**src/rtl/matmul_pkg.sv**
```systemverilog
// Shared state encodings and sizing helpers for the matrix-multiply scheduler.
package matmul_pkg;

  typedef logic [2:0] state_t;

  localparam state_t IDLE   = 3'd0;
  localparam state_t LOAD_B = 3'd1;
  localparam state_t LOAD_A = 3'd2;
  localparam state_t MAC    = 3'd3;
  localparam state_t EMIT   = 3'd4;
  localparam state_t DONE   = 3'd5;

  localparam int P_MAX_N = 4;

  // Counter width that never collapses to zero bits for tiny sizes.
  function automatic int cw(input int v);
    return (v <= 2) ? 1 : $clog2(v);
  endfunction

  localparam int CNT_W  = cw(P_MAX_N);
  localparam int ADDR_W = cw(P_MAX_N * P_MAX_N);

endpackage

```
**src/rtl/matmul_mac.sv**
```systemverilog
// Registered multiply-accumulate with synchronous clear and enable; wraps modulo 2^W.
module matmul_mac
  import matmul_pkg::*;
#(
  parameter int pDATA_WIDTH = 32
) (
  input  logic                   clk,
  input  logic                   rst_n,
  input  logic                   clr,
  input  logic                   en,
  input  logic [pDATA_WIDTH-1:0] a,
  input  logic [pDATA_WIDTH-1:0] b,
  output logic [pDATA_WIDTH-1:0] acc
);

  // Accumulator: clear wins over enable so a new dot product starts at zero.
  always_ff @(posedge clk) begin
    if (!rst_n) begin
      acc <= '0;
    end else if (clr) begin
      acc <= '0;
    end else if (en) begin
      acc <= acc + a * b;
    end
  end

endmodule

```
**src/rtl/matmul_sched.sv**
```systemverilog
// matmul_sched: buffers B and one A row, then runs one MAC over the row x column schedule.
// Optional build macro MATMUL_SCHED_TLAST_CHECK_EN adds the sticky err_tlast framing monitor.
module matmul_sched
  import matmul_pkg::*;
#(
  parameter int pDATA_WIDTH = 32,
  parameter int pMAX_N      = P_MAX_N,
  parameter int pN_WIDTH    = 3
) (
  input  logic                   axis_clk,
  input  logic                   axis_rst_n,
  input  logic                   ap_start,
  input  logic [pN_WIDTH-1:0]    ap_n,
  output logic                   ap_busy,
  output logic                   ap_done,
  input  logic                   ss_tvalid_A,
  input  logic [pDATA_WIDTH-1:0] ss_tdata_A,
  input  logic                   ss_tlast_A,
  output logic                   ss_tready_A,
  input  logic                   ss_tvalid_B,
  input  logic [pDATA_WIDTH-1:0] ss_tdata_B,
  input  logic                   ss_tlast_B,
  output logic                   ss_tready_B,
  input  logic                   sm_tready,
  output logic                   sm_tvalid,
  output logic [pDATA_WIDTH-1:0] sm_tdata,
`ifdef MATMUL_SCHED_TLAST_CHECK_EN
  output logic                   sm_tlast,
  output logic                   err_tlast
`else
  output logic                   sm_tlast
`endif
);

  localparam int KW    = cw(pMAX_N);
  localparam int AW    = cw(pMAX_N * pMAX_N);
  localparam int DEPTH = pMAX_N * pMAX_N;

  state_t                  state, state_nxt;
  logic [pN_WIDTH-1:0]     n;
  logic [AW-1:0]           cnt, nn_last, n_last_a, b_idx;
  logic [KW-1:0]           i, j, k, n_last_k;
  logic                    hs_a, hs_b, hs_c, start_ok;
  logic                    last_a, last_b, last_i, last_j, last_k;
  logic                    mac_clr, mac_en;
  logic [pDATA_WIDTH-1:0]  acc, mac_a, mac_b;
  logic [pDATA_WIDTH-1:0]  abuf [pMAX_N];
  logic [pDATA_WIDTH-1:0]  bbuf [DEPTH];

  assign hs_a     = ss_tvalid_A & ss_tready_A;
  assign hs_b     = ss_tvalid_B & ss_tready_B;
  assign hs_c     = sm_tvalid & sm_tready;
  assign start_ok = ap_start && (ap_n != pN_WIDTH'(0)) && (ap_n <= pN_WIDTH'(pMAX_N));
  assign n_last_a = AW'(n) - AW'(1'b1);
  assign n_last_k = KW'(n - pN_WIDTH'(1'b1));
  assign last_b   = (cnt == nn_last);
  assign last_a   = (cnt == n_last_a);
  assign last_i   = (i == n_last_k);
  assign last_j   = (j == n_last_k);
  assign last_k   = (k == n_last_k);
  assign b_idx    = AW'(k) * AW'(n) + AW'(j);
  assign mac_a    = abuf[k];
  assign mac_b    = bbuf[b_idx];

`ifndef MATMUL_SCHED_TLAST_CHECK_EN
  logic tlast_unused;
  assign tlast_unused = ss_tlast_A ^ ss_tlast_B;
`endif

  // Next-state decode; the MAC is cleared on every entry into MAC.
  always_comb begin
    state_nxt = state;
    mac_clr   = 1'b0;
    mac_en    = 1'b0;
    case (state)
      IDLE: begin
        if (start_ok) state_nxt = LOAD_B;
        else          state_nxt = IDLE;
      end
      LOAD_B: begin
        if (hs_b && last_b) state_nxt = LOAD_A;
        else                state_nxt = LOAD_B;
      end
      LOAD_A: begin
        if (hs_a && last_a) begin
          state_nxt = MAC;
          mac_clr   = 1'b1;
        end else begin
          state_nxt = LOAD_A;
        end
      end
      MAC: begin
        mac_en = 1'b1;
        if (last_k) state_nxt = EMIT;
        else        state_nxt = MAC;
      end
      EMIT: begin
        if (hs_c) begin
          if (!last_j) begin
            state_nxt = MAC;
            mac_clr   = 1'b1;
          end else if (!last_i) begin
            state_nxt = LOAD_A;
          end else begin
            state_nxt = DONE;
          end
        end else begin
          state_nxt = EMIT;
        end
      end
      DONE:    state_nxt = IDLE;
      default: state_nxt = IDLE;
    endcase
  end

  // State, counters and registered outputs; readies decode the next state.
  always_ff @(posedge axis_clk) begin
    if (!axis_rst_n) begin
      state       <= IDLE;
      n           <= '0;
      nn_last     <= '0;
      cnt         <= '0;
      i           <= '0;
      j           <= '0;
      k           <= '0;
      ap_busy     <= 1'b0;
      ap_done     <= 1'b0;
      ss_tready_A <= 1'b0;
      ss_tready_B <= 1'b0;
      sm_tvalid   <= 1'b0;
      sm_tdata    <= '0;
      sm_tlast    <= 1'b0;
    end else begin
      state       <= state_nxt;
      ap_busy     <= (state_nxt != IDLE);
      ap_done     <= (state == DONE);
      ss_tready_A <= (state_nxt == LOAD_A);
      ss_tready_B <= (state_nxt == LOAD_B);
      case (state)
        IDLE: begin
          if (start_ok) begin
            n       <= ap_n;
            nn_last <= AW'(ap_n) * AW'(ap_n) - AW'(1'b1);
            cnt     <= '0;
            i       <= '0;
            j       <= '0;
            k       <= '0;
          end
        end
        LOAD_B: begin
          if (hs_b) cnt <= last_b ? '0 : cnt + AW'(1'b1);
        end
        LOAD_A: begin
          if (hs_a) begin
            cnt <= last_a ? '0 : cnt + AW'(1'b1);
            j   <= '0;
            k   <= '0;
          end
        end
        MAC: k <= last_k ? '0 : k + KW'(1'b1);
        EMIT: begin
          if (!sm_tvalid) begin
            sm_tvalid <= 1'b1;
            sm_tdata  <= acc;
            sm_tlast  <= last_i && last_j;
          end else if (sm_tready) begin
            sm_tvalid <= 1'b0;
            sm_tlast  <= 1'b0;
            if (!last_j) begin
              j <= j + KW'(1'b1);
              k <= '0;
            end else if (!last_i) begin
              i   <= i + KW'(1'b1);
              j   <= '0;
              cnt <= '0;
            end else begin
              i <= '0;
              j <= '0;
            end
          end
        end
        default: ;
      endcase
    end
  end

  // Operand buffers are plain storage and deliberately not reset.
  always_ff @(posedge axis_clk) begin
    if (hs_b) bbuf[cnt] <= ss_tdata_B;
    if (hs_a) abuf[cnt[KW-1:0]] <= ss_tdata_A;
  end

`ifdef MATMUL_SCHED_TLAST_CHECK_EN
  // Sticky framing error: early B tlast, or A tlast not exactly on the final A word.
  always_ff @(posedge axis_clk) begin
    if (!axis_rst_n) begin
      err_tlast <= 1'b0;
    end else if (state == IDLE && start_ok) begin
      err_tlast <= 1'b0;
    end else if ((hs_b && ss_tlast_B && !last_b) ||
                 (hs_a && (ss_tlast_A != (last_i && last_a)))) begin
      err_tlast <= 1'b1;
    end
  end
`endif

  matmul_mac #(.pDATA_WIDTH(pDATA_WIDTH)) u_mac (
    .clk   (axis_clk),
    .rst_n (axis_rst_n),
    .clr   (mac_clr),
    .en    (mac_en),
    .a     (mac_a),
    .b     (mac_b),
    .acc   (acc)
  );

endmodule
```
**config.mk**
```make
export PLATFORM = sky130hd
export DESIGN_NAME = matmul_sched
export DESIGN_NICKNAME = d
export VERILOG_FILES = /design/src/rtl/matmul_pkg.sv /design/src/rtl/matmul_mac.sv /design/src/rtl/matmul_sched.sv
export SDC_FILE = /design/constraint.sdc
export NUM_CORES = 2
export LEC_CHECK = 0
export CAP_MARGIN = 15
export CORE_AREA = 2 2 434 264
export DETAILED_ROUTE_END_ITERATION = 12
export DIE_AREA = 0 0 436 266
export DONT_BUFFER_PORTS = 1
export HOLD_SLACK_MARGIN = 0.05
export SETUP_SLACK_MARGIN = 0.1
export SLEW_MARGIN = 0
export SYNTH_ARGS = -nofsm -noshare
export SYNTH_HDL_FRONTEND = slang
export SYNTH_SLANG_ARGS = --single-unit
```
**constraint.sdc**
```tcl
create_clock -name axis_clk -period 16.9 [get_ports axis_clk]
set_input_delay 5.07 -clock axis_clk [delete_from_list [all_inputs] [get_ports axis_clk]]
set_output_delay 5.07 -clock axis_clk [all_outputs]
set_load 0.1 [all_outputs]
```
==> metrics.cfg <==
[drt]
drtAntennaViolNets = 0
avgRoutedWirePerCell_um = 22.56
num_vias = 24411
wirelength_um = 107600
initialDrtViolationCount = 2461
post-route-drc-count = 0
routed_via_density = 5.118
drt_pre_antenna_iters = 5

[clock_tree]
cts_htree_levels = 3
post_cts_resize_count = 0
cts.repair_timing.setup_buffer_count = 0
clockBufferDepth = 3
clk_transition_reported_paths_ps = 70
post_cts_hold_buffer_count = 0
cts_num_sinks = 731
cts_tree = yes
clock-root-buffer = sky130_fd_sc_hd__clkbuf_16
cts-buffers-inserted = 69
clock_latency_ps = 670

[timing]
maxClockFrequency_ghz = 0.08701
rsz_0062_raised_after_global_routing = no
timing_worst_slew_pin_value_ps = 1123
timing.clock.skew_ps = 45.77
relSlewSlack_pct = 25.00
hold_viol = 0
finalCritPeriodShare_pct = 68.00
final.hold.worst_slack_ps = 458.0
tns_ps = 0
setup-violations-final = 0
finalWorstSetupSlack_ps = 5408
period_needed_ps = 11490
finalMaxSlewViolations = 0

[finish]
final_layout_size_suffix_gt1_share_pct = 11.14
multiInputGateArea_mm2 = 0.02083
syn2layout_area_growth_pct = 8.740
nNetsFinal = 3844
final.fill_count = 10302
register_area_mm2 = 0.02104

[global_route]
grt_first_pass_wirelength_um = 165600
first_global_vias = 25748
pin_count_of_the_biggest_net_entering_global_routing = 109
globalRoute.totalOverflow = 0
global_route.usage.total_pct = 19.14
antenna_found_initial = 3

[place]
port-buffer-count = 0
dp_slack_ps = 5485
place.gp.congestion = 0.7990
dpl.hpwl_um = 72010

[worst_setup_path]
critical_path_arrival_ps = 12090
cp_data_required_time_ps = 17490
crit_path_start_kind = flop
cp_num_buf_inv = 10
timing.critical_path.max_delay_family = adder cells
max_stage_delay_ps = 970
path_max_fanout = 30
critPathKind = reg2reg
cp_max_delay_cell = sky130_fd_sc_hd__mux4_2
critPathMostFrequentCell = sky130_fd_sc_hd__fa_1
end_kind = flop

[synthesis]
syn_area_mm2 = 0.04447
synth_seq_area_share_pct = 47.32
yosysWarningCount = 0
synth-main-ff-cell = sky130_fd_sc_hd__edfxtp_1
postSynthAreaPerCell_um2 = 13.75
synth_most_common_cell = sky130_fd_sc_hd__edfxtp_1
synth.largest_area_cell = sky130_fd_sc_hd__edfxtp_1
synth-edff-count = 640
synth.cells.most_frequent = 640 x sky130_fd_sc_hd__edfxtp_1, 517 x sky130_fd_sc_hd__inv_1, 440 x sky130_fd_sc_hd__fa_1
yosys-top-cells-area = sky130_fd_sc_hd__edfxtp_1 43%, sky130_fd_sc_hd__fa_1 20%, sky130_fd_sc_hd__mux4_2 9.5%
synth.top_cell.area_share_pct = 43.22
post_synth_net_total = 3883
synth_cell_type_count = 55
synthArstFlopShare_pct = 0
ys_ff_latch = 731
postSynthCellCount = 3235

[pwr]
leakagePower_nw = 18.08
power.switching_fraction_pct = 38.75
power_report.internal_total_mw = 4.325
net_load_switching_power_mw = 2.736
pwr-share-seq_pct = 28.0
pwr-share-comb_pct = 49.5
portion_of_total_power_attributed_to_the_clock_network_pct = 22.5
vdd_drop_max_mv = 0.2184
power-per-cell-area_mw_per_mm2 = 146.0

[die]
die_width_um = 436
core_area_mm2 = 0.1127
start_util_pct = 39.47
floorplan.die.height_um = 266
dieArea_mm2 = 0.1160
number_of_primary_i_o_pins = 113
row_count = 96

[hold_path]
min_path_type = reg2reg

[job]
max_cap_violations = 0

[status]
run_status = finished clean

cell families (layout without fill, tap and decap cells):
kind of cell / Yosys count / count (layout) / share of synthesized area [%]
and+or+nand+nor: 795 / 795 / 8.799
other: 0 / 1 / 0
AOI/OAI and AO/OA: 169 / 169 / 2.431
buffers and inverters: 671 / 686 / 5.985
muxes: 196 / 196 / 9.857
DFF: 731 / 731 / 47.32
adders and majority gates: 573 / 573 / 23.55
xor gates and xnor gates: 100 / 100 / 2.060
worst reg2reg max path: cells and delay by family, from the launching register on:
family | cells | cell delay, ps
AOI/OAI and AO/OA | 5 | 1310
DFF | 1 | 530
muxes | 1 | 1000
xor gates and xnor gates | 3 | 560
adders and majority gates | 12 | 5380
buffers and inverters | 10 | 1320
and+or+nand+nor | 5 | 1340
per-stage QoR:
step                power (mW)  instances  util, %  area [µm²]
detailed placement       5.447       4644    40.89       46070
global placement         5.419       4644    40.89       46070
global route             7.604       4769    42.91       48350
floorplan                4.656       3235        -       44470
finish                   7.062       4770    42.92       48350
CTS                      7.071       4769    42.91       48350
metal layers:
layer | routed length (µm) | vias to the layer above | GRT usage [%]
met5 | 0 | - | 0
met4 | 1617 | 0 | 3.348
met3 | 9291 | 100 | 4.601
met2 | 44880 | 880 | 27.03
met1 | 51810 | 12730 | 30.04
li1 | - | 10701 | -
power by group through the flow:
stage	registers (mW)	logic, mW	clock network, mW
3_3_place_gp	2.02	3.40	0
3_5_place_dp	2.02	3.43	0
5_1_grt	1.98	3.93	1.69
6_report	1.98	3.50	1.59
2_1_floorplan	2.01	2.64	0
4_1_cts	1.98	3.47	1.63
layout by cell type, fill, tap and decap left out, drive strengths merged, types with 23 or more instances in the layout:
cell      n
a21boi   40
mux4    192
clkinv   27
o21ai    23
xnor2    82
fa      440
clkbuf   80
edfxtp  640
inv     524
buf      44
ha      133
dfxtp    91
and2    300
nand2   381
nor2     40
a21oi    55
final cells by class:
class / count / area share (%)
sequential: 731 / 43.52
multi-input combinational: 1833 / 43.07
inverter: 517 / 4.013
tap: 1519 / 3.931
clock buffer: 80 / 3.656
clock inverter: 45 / 1.069
timing repair buffer: 44 / 0.7349
antenna: 1 / 0.005175
flip-flops by register name (all words and copies together), names as in the netlist, 2 cells and up, named ones only:
signal     flops
nn_last        3
j              2
state          3
cnt            4
sm_tdata      32
n              3
i              2
bbuf         512
abuf         128
u_mac.acc     32
k              2
path summary, 6_finish.rpt:
path	from	to	slack [ps]	depth (start not counted)
min reg2reg	u_mac.acc[5]$_SDFFE_PP0N_	sm_tdata[5]$_SDFFE_PN0P_	460	2
max	n[0]$_SDFFE_PN0P_	u_mac.acc[31]$_SDFFE_PP0N_	5410	36
min	u_mac.acc[5]$_SDFFE_PP0N_	sm_tdata[5]$_SDFFE_PN0P_	460	2
max reg2reg	n[0]$_SDFFE_PN0P_	u_mac.acc[31]$_SDFFE_PP0N_	5410	36
No activity file was read; power rests on OpenSTA's default activity.
